--- src/rtl/spi_bus_arb_pkg.sv ---
// Shared types and constants for the two-requester SPI monarch arbiter.
package spi_bus_arb_pkg;

  typedef enum logic [1:0] {
    IDLE = 2'd0,
    XFER = 2'd1,
    GAP  = 2'd2
  } arb_state_t;

  localparam logic OWN_INERT = 1'b0;
  localparam logic OWN_A2D   = 1'b1;

  localparam int CMD_W = 16;

endpackage

--- src/rtl/spi_bus_arb_if.sv ---
// Bus bundle between the requesters, the SPI monarch and the arbiter.
// The slave modport is the arbiter's view; master is the surrounding logic.
interface spi_bus_arb_if;
  import spi_bus_arb_pkg::*;

  // requester side
  logic             req0;
  logic             req1;
  logic [CMD_W-1:0] cmd0;
  logic [CMD_W-1:0] cmd1;
  logic             gnt0;
  logic             gnt1;
  logic             done0;
  logic             done1;
  logic [CMD_W-1:0] rd_data0;
  logic [CMD_W-1:0] rd_data1;

  // monarch side
  logic             m_wrt;
  logic [CMD_W-1:0] m_cmd;
  logic             m_done;
  logic [CMD_W-1:0] m_rd_data;
  logic             m_SS_n;

  // device chip selects
  logic             SS0_n;
  logic             SS1_n;

  modport slave (
    input  req0, req1, cmd0, cmd1, m_done, m_rd_data, m_SS_n,
    output gnt0, gnt1, done0, done1, rd_data0, rd_data1, m_wrt, m_cmd, SS0_n, SS1_n
  );

  modport master (
    output req0, req1, cmd0, cmd1, m_done, m_rd_data, m_SS_n,
    input  gnt0, gnt1, done0, done1, rd_data0, rd_data1, m_wrt, m_cmd, SS0_n, SS1_n
  );

endinterface

--- src/rtl/spi_bus_arb.sv ---
// Round-robin arbiter sharing one SPI monarch between the inertial sensor
// interface (owner 0) and the A2D interface (owner 1), with an idle gap
// enforced after each completed transaction.
module spi_bus_arb #(
  parameter int GAP = 4
) (
  input  logic         clk,
  input  logic         rst,
  spi_bus_arb_if.slave bus
);
  import spi_bus_arb_pkg::*;

  // The parameter GAP shadows the enum literal of the same name, so the
  // gap state is referenced through the package explicitly.
  localparam arb_state_t ST_GAP   = spi_bus_arb_pkg::GAP;
  localparam logic [7:0] GAP_LOAD = 8'(GAP);

  arb_state_t       state_reg, state_next;
  logic             owner_reg, owner_next;
  logic             last_reg, last_next;
  logic [7:0]       cnt_reg, cnt_next;
  logic             wrt_reg, wrt_next;
  logic             gnt0_reg, gnt0_next;
  logic             gnt1_reg, gnt1_next;
  logic [CMD_W-1:0] cmd_reg, cmd_next;
  logic             pick;
  logic             xfer0;
  logic             xfer1;

  // Round-robin pick: a lone requester wins, a tie goes to whoever was not last.
  always_comb begin
    pick = (bus.req0 && bus.req1) ? ~last_reg : bus.req1;
  end

  // State register and registered launch outputs.
  always_ff @(posedge clk or posedge rst) begin
    if (rst) begin
      state_reg <= IDLE;
      owner_reg <= OWN_INERT;
      last_reg  <= OWN_A2D;
      cnt_reg   <= 8'd0;
      wrt_reg   <= 1'b0;
      gnt0_reg  <= 1'b0;
      gnt1_reg  <= 1'b0;
      cmd_reg   <= '0;
    end else begin
      state_reg <= state_next;
      owner_reg <= owner_next;
      last_reg  <= last_next;
      cnt_reg   <= cnt_next;
      wrt_reg   <= wrt_next;
      gnt0_reg  <= gnt0_next;
      gnt1_reg  <= gnt1_next;
      cmd_reg   <= cmd_next;
    end
  end

  // Next-state logic: launch from IDLE, wait for done in XFER, count down in GAP.
  always_comb begin
    state_next = state_reg;
    owner_next = owner_reg;
    last_next  = last_reg;
    cnt_next   = cnt_reg;
    wrt_next   = 1'b0;
    gnt0_next  = 1'b0;
    gnt1_next  = 1'b0;
    cmd_next   = cmd_reg;
    case (state_reg)
      IDLE: begin
        if (bus.req0 || bus.req1) begin
          owner_next = pick;
          last_next  = pick;
          cmd_next   = (pick == OWN_A2D) ? bus.cmd1 : bus.cmd0;
          wrt_next   = 1'b1;
          gnt0_next  = (pick == OWN_INERT);
          gnt1_next  = (pick == OWN_A2D);
          state_next = XFER;
        end
      end
      XFER: begin
        // The owner is frozen here; requests are not looked at.
        if (bus.m_done) begin
          if (GAP == 0) begin
            state_next = IDLE;
          end else begin
            cnt_next   = GAP_LOAD;
            state_next = ST_GAP;
          end
        end
      end
      ST_GAP: begin
        cnt_next = cnt_reg - 8'd1;
        if (cnt_reg <= 8'd1) begin
          state_next = IDLE;
        end
      end
      default: begin
        state_next = IDLE;
      end
    endcase
  end

  // Done routing and chip-select demux depend only on state/owner registers
  // plus the live monarch signals, so they follow with zero delay.
  always_comb begin
    xfer0 = (state_reg == XFER) && (owner_reg == OWN_INERT);
    xfer1 = (state_reg == XFER) && (owner_reg == OWN_A2D);
  end

  assign bus.done0    = xfer0 && bus.m_done;
  assign bus.done1    = xfer1 && bus.m_done;
  assign bus.SS0_n    = xfer0 ? bus.m_SS_n : 1'b1;
  assign bus.SS1_n    = xfer1 ? bus.m_SS_n : 1'b1;
  assign bus.rd_data0 = bus.m_rd_data;
  assign bus.rd_data1 = bus.m_rd_data;
  assign bus.m_wrt    = wrt_reg;
  assign bus.m_cmd    = cmd_reg;
  assign bus.gnt0     = gnt0_reg;
  assign bus.gnt1     = gnt1_reg;

endmodule

--- src/flat_wrapper.sv ---
// flat-port wrapper written by rule: the top's interface ports become plain ports
module spi_bus_arb_flat import spi_bus_arb_pkg::*;
#(
  parameter int GAP = 4
)
  (clk, rst, bus_req0, bus_req1, bus_cmd0, bus_cmd1, bus_m_done, bus_m_rd_data, bus_m_SS_n, bus_gnt0, bus_gnt1, bus_done0, bus_done1, bus_rd_data0, bus_rd_data1, bus_m_wrt, bus_m_cmd, bus_SS0_n, bus_SS1_n);
  spi_bus_arb_if bus_i ();
  input  logic clk;
  input  logic rst;
  input wire logic [$bits(bus_i.req0)-1:0] bus_req0;
  input wire logic [$bits(bus_i.req1)-1:0] bus_req1;
  input wire logic [$bits(bus_i.cmd0)-1:0] bus_cmd0;
  input wire logic [$bits(bus_i.cmd1)-1:0] bus_cmd1;
  input wire logic [$bits(bus_i.m_done)-1:0] bus_m_done;
  input wire logic [$bits(bus_i.m_rd_data)-1:0] bus_m_rd_data;
  input wire logic [$bits(bus_i.m_SS_n)-1:0] bus_m_SS_n;
  output wire logic [$bits(bus_i.gnt0)-1:0] bus_gnt0;
  output wire logic [$bits(bus_i.gnt1)-1:0] bus_gnt1;
  output wire logic [$bits(bus_i.done0)-1:0] bus_done0;
  output wire logic [$bits(bus_i.done1)-1:0] bus_done1;
  output wire logic [$bits(bus_i.rd_data0)-1:0] bus_rd_data0;
  output wire logic [$bits(bus_i.rd_data1)-1:0] bus_rd_data1;
  output wire logic [$bits(bus_i.m_wrt)-1:0] bus_m_wrt;
  output wire logic [$bits(bus_i.m_cmd)-1:0] bus_m_cmd;
  output wire logic [$bits(bus_i.SS0_n)-1:0] bus_SS0_n;
  output wire logic [$bits(bus_i.SS1_n)-1:0] bus_SS1_n;
  assign bus_i.req0 = bus_req0;
  assign bus_i.req1 = bus_req1;
  assign bus_i.cmd0 = bus_cmd0;
  assign bus_i.cmd1 = bus_cmd1;
  assign bus_i.m_done = bus_m_done;
  assign bus_i.m_rd_data = bus_m_rd_data;
  assign bus_i.m_SS_n = bus_m_SS_n;
  assign bus_gnt0 = bus_i.gnt0;
  assign bus_gnt1 = bus_i.gnt1;
  assign bus_done0 = bus_i.done0;
  assign bus_done1 = bus_i.done1;
  assign bus_rd_data0 = bus_i.rd_data0;
  assign bus_rd_data1 = bus_i.rd_data1;
  assign bus_m_wrt = bus_i.m_wrt;
  assign bus_m_cmd = bus_i.m_cmd;
  assign bus_SS0_n = bus_i.SS0_n;
  assign bus_SS1_n = bus_i.SS1_n;
  spi_bus_arb #(.GAP(GAP)) u_core (.clk(clk), .rst(rst), .bus(bus_i));
endmodule
--- config.mk ---
export PLATFORM = sky130hd
export DESIGN_NAME = spi_bus_arb_flat
export DESIGN_NICKNAME = d
export VERILOG_FILES = /design/src/rtl/spi_bus_arb_pkg.sv /design/src/rtl/spi_bus_arb_if.sv /design/src/rtl/spi_bus_arb.sv /design/src/flat_wrapper.sv
export SDC_FILE = /design/constraint.sdc
export NUM_CORES = 1
export LEC_CHECK = 0
export BUFFER_PORTS_ARGS = -buffer_cell sky130_fd_sc_hd__buf_2
export CAP_MARGIN = 30
export CORE_UTILIZATION = 45
export DETAILED_ROUTE_END_ITERATION = 10
export GPL_TIMING_DRIVEN = 1
export PLACE_DENSITY = 0.84
export SYNTH_ARGS = -nofsm -noshare
export SYNTH_HDL_FRONTEND = slang
export SYNTH_SLANG_ARGS = --single-unit
--- constraint.sdc ---
create_clock -name clk -period 5.1 [get_ports clk]
set_input_delay 0.255 -clock clk [delete_from_list [all_inputs] [get_ports clk]]
set_output_delay 0.255 -clock clk [all_outputs]
set_load 0.02 [all_outputs]
# ---- Word level (Yosys, flattened, before mapping)
# Index checks and enable logic that the tools add are counted.
# W data, S select, Z words.
dict set report totals {
  reg_bits 31
  output_inout_bits 55
}
dict set report op_classes {
  addsub 1
  n_lt_le_gt_ge 1
  n_eq_ne 5
  n_mux 16
  n_bitwise 3
  n_reduce_logical 11
}
# op n
set op_table {}
lappend op_table {{$mux W16} 1}
lappend op_table {{$pmux W8 S2} 1}
lappend op_table {{$mux W1} 9}
lappend op_table {{$le A8 B1 Y1 const B} 1}
lappend op_table {{$mux W8} 1}
lappend op_table {{$sub A8 B1 Y8 const B} 1}
lappend op_table {{$mux W2} 3}
lappend op_table {{$pmux W2 S3} 1}
lappend op_table {{$logic_and A1 B1 Y1} 5}
lappend op_table {{$ne A2 B1 Y1 const B} 2}
lappend op_table {{$reduce_and A2 Y1} 2}
lappend op_table {{$not A1 Y1} 3}
lappend op_table {{$reduce_and A3 Y1} 1}
lappend op_table {{$eq A2 B1 Y1 const B} 1}
lappend op_table {{$eq A2 B2 Y1 const B} 1}
lappend op_table {{$logic_not A2 Y1} 1}
lappend op_table {{$ne A2 B2 Y1 const B} 1}
lappend op_table {{$reduce_bool A2 Y1} 1}
lappend op_table {{$logic_or A1 B1 Y1} 1}

# ---- Depth between registers and ports, before layout
dict set report logic_depth {
  ltp_word 5
  ltp_mapped 5
}

# ---- Least setup slack after synthesis
# Ideal clock, no wire load.
dict set report synth_path {
  path_type {reg2reg}
  startpoint {register u_core.cnt_reg[0]}
  endpoint {register u_core.cnt_reg[6]}
  t_arrival_ns 1.638
  t_required_ns 5.031
  path_slack_ns 3.393
  stages_incl_launch_ff 6
  synth_period_minus_slack_ns 1.707
  path_cell_list {dfrtp_1 > inv_1 > ha_1 > or3b_2 > or4b_1 > nand3_1}
}
dict set report synth_via {
  elab_chain_len 2
}
# element line_no
set synth_lines {}
lappend synth_lines {{start: declaration} spi_bus_arb.sv:21} ;# logic [7:0] cnt_reg, cnt_next;
lappend synth_lines {{start signal: assignment} spi_bus_arb.sv:50} ;# cnt_reg <= cnt_next;
lappend synth_lines {{$sub A8 B1 Y8} spi_bus_arb.sv:92} ;# cnt_next = cnt_reg - 8'd1;
lappend synth_lines {{$pmux W8 S2} spi_bus_arb.sv:68} ;# case (state_reg)
# No other way between the ends.
# A chain may end at the register's enable or synchronous reset.

# ---- Final worst setup path
dict set report layout_path {
  startpoint {register u_core.state_reg[0]}
  endpoint {register u_core.cmd_reg[4] (netlist: u_core.bus.m_cmd[4])}
}
dict set report layout_via {
  elab_chain_len 2
}
# element line_no
set layout_lines {}
lappend layout_lines {{start: declaration} spi_bus_arb.sv:18} ;# arb_state_t state_reg, state_next;
lappend layout_lines {{start signal: assignment} spi_bus_arb.sv:47} ;# state_reg <= state_next;
lappend layout_lines {{$logic_not A2 Y1} spi_bus_arb.sv:68}
lappend layout_lines {{$reduce_and A2 Y1 (no source line)} -}
lappend layout_lines {{end signal: assignment} spi_bus_arb.sv:54} ;# cmd_reg <= cmd_next;
lappend layout_lines {{end: declaration} spi_bus_arb.sv:25} ;# logic [CMD_W-1:0] cmd_reg, cmd_next;
# No other way between the ends.

==> results.md <==
- Die Area: 4010 sq um
- Fin Setup TNS: 0 ns
- CP max stage delay: 0.75 ns
- Seq/Total Area, Yosys: 0.459
- Simple-Gate Fraction of Synth Area: 0.121
- Final net count: 243
- Leading area contributor after synthesis: dfrtp_1
- Synth Instances: 160
- Port Buffers: 60
- First-pass GRT wire length: 5.73 mm
- GPL Wtd Cong: 0.829
- Post-Route WL: 3.49 mm
- CP Launch Type: flip-flop
- Min-Delay Path Class: primary input to asynchronous set/reset pin
- Mean Syn Cell Area: 10.6 sq um
- Clock buffer depth: 2
- Final total power: 1.11 mW
- Share of flip-flops with an asynchronous set or reset: 1.00
- Adder-cell share of the synthesized area: 0.0148
- Antenna violations before repair: 0
- Vias: 1277
- Leak: 0.940 nW
- CTS Buf Count: 5
- Worst-Margin Slew: 0.949 ns
- Max Cap Viol: 0
- Fin worst setup slack: 2.90 ns
- Hold Worst Slack: 0.0134 ns
- Post-Layout Inst Area: 1880 sq um
- Crit-path leading delay family: simple AND/OR/NAND/NOR gates
- Post-route insts no fill: 234
- Largest net degree at the start of global routing: 21
- Mux share of post-synthesis cell area: 0.00666
- Sink Count: 31
- Slowest cell on crit path: nor2_1
- Post-CTS sizing: 0
- Commonest non-fill, non-tap cells in the layout: 60 x buf_2, 30 x dfrtp_1, 16 x a21boi_0, 16 x a221o_1, 6 x nand3_1
- Initial drt markers: 54
- Final hold vios: 0
- M1 GR Usage: 0.237
- Worst EP required: 5.31 ns
- Post-synthesis compound-gate area fraction: 0.220
- Synth area leaders: dfrtp_1 44%, buf_4 15%, a221o_1 9.5%, a21boi_0 7.1%, nand3_1 1.8%
- Met2 GRT Util: 0.281
- Area share of the largest cell type after synthesis: 0.444
- Main synth FF type: dfrtp_1
- IO Pins: 109
- Vias in the first global route: 1228
- Core footprint: 3470 sq um
- RSZ-0062 raised after global routing: no
- Total track usage: 0.188
- Buf/Inv on CP: 0
- FF+latch count, synth: 31
- Met3 usage: 0.0652
- Die width: 63.3 um
- Worst Skew: 0.00438 ns
- Peak supply drop: 0.000290 V
- Critical path, cell by cell: nor2_1 -> and3_1 -> a221o_1
- Share of layout cells above drive strength 1: 0.383
- Setup Fix Bufs, Post-CTS: 0
- Reg2Reg Setup Slack: 2.90 ns
- Commonest non-fill, non-tap cell in the layout: buf_2
- Setup violators final: 0
- Yosys Warn Count: 0
- Main combinational cell family by area after synthesis: compound AO/OA/AOI/OAI gates
- Finished Core Util: 0.541
- Final HPWL DP: 2.59 mm
- EDFF count, synth: 0
- Antenna Cells: 0
- Area growth syn-to-layout: 10.9%
- Crit. End Element: flip-flop
- H-tree depth: 2
- DP Area: 1800 sq um
- Initial Util: 0.488
- Clock tree root driver cell: clkbuf_8
- Hold_buf cts: 0
- Dpl cells: 226
- Largest register FFs: 16
- Final period util: 0.432
- Num rows: 21
- Slew Viols, Final: 0
- First-pass DRT Iterations: 4
- Synth cell types: 32
- Vias per cell: 5.46
- CTS tree: done
- Critical path data arrival time: 2.41 ns
- Syn Nets: 216
- Outcome: completed
- GRT Residual Overflow: 0
- Slew margin rel.: 0.365
- Clock transition at path regs: 0.06 ns
- Max Clk Rate: 454 MHz
- Grt peak-use layer: met2
- Post-Syn Area: 1690 sq um
- Final ANT Viol Nets: 0
- Tmin final: 2.20 ns
- Power per cell area: 592 nW/um^2
- Crit path kind: flip-flop to flip-flop
- Worst slack at placement: 2.87 ns
- Critical Path Fanout Max: 19
- Drt wl/cell: 14.9 um
- Chip height: 63.3 um
- DRC viols: 0
- Synthesized-area fraction occupied by xor and xnor cells: 0
- Insertion delay to the later sink of the worst-skew pair: 0.28 ns
## metal layers
layer  wire length (um)  vias up
li1                   -      605
met1               1490      610
met2               1680       50
met3                274       12
met4                 46        0
met5                  0        -
## power by group
part           switching [mW]  leakage [nW]  internal, mW
clock                  0.0843        0.0422        0.0955
combinational           0.283         0.510         0.209
sequential             0.0801         0.388         0.359
total                   0.448         0.940         0.664
## Yosys cell counts (2+ instances only)
cell	instances
a21boi_0	16
a21o_1	3
a221o_1	16
and3_1	2
buf_2	3
buf_4	33
clkbuf_1	5
dfrtp_1	30
ha_1	2
inv_1	5
nand2_1	3
nand2b_1	3
nand3_1	6
nor2_1	5
o211ai_1	2
o21ai_0	5
o311ai_0	2
or3_1	2
or4_1	3
or4b_1	2
## cell type report
type                       instances  area (sq um)
timing repair buffer              61           328
multi-input combinational         83           614
clock inverter                     1          5.00
tap                               46          57.6
sequential                        31           777
fill                             329          1590
clock buffer                       7          76.3
inverter                           5          18.8
## path summary, 6_finish.rpt
| path | startpoint | end | cells past startpoint |
|---|---|---|---|
| max | u_core.state_reg[0]$_DFFE_PP0P_ | u_core.bus.m_cmd[4]$_DFFE_PP0P_ | 3 |
| min | rst | u_core.bus.gnt1$_DFF_PP0_ | 2 |
| max reg2reg | u_core.state_reg[0]$_DFFE_PP0P_ | u_core.bus.m_cmd[4]$_DFFE_PP0P_ | 3 |
| min reg2reg | u_core.last_reg$_DFFE_PP1P_ | u_core.last_reg$_DFFE_PP1P_ | 1 |
| max in group asynchronous | rst | u_core.last_reg$_DFFE_PP1P_ | 3 |
| min in group clk | bus_cmd0[7] | u_core.bus.m_cmd[7]$_DFFE_PP0P_ | 2 |
## cells by family after synthesis
kind of cell / count (synthesis)
flops: 31
mux: 1
simple gates: 34
buf+inv: 46
fa+ha+maj: 2
compound gates: 46
No activity file was read; power rests on OpenSTA's default activity.
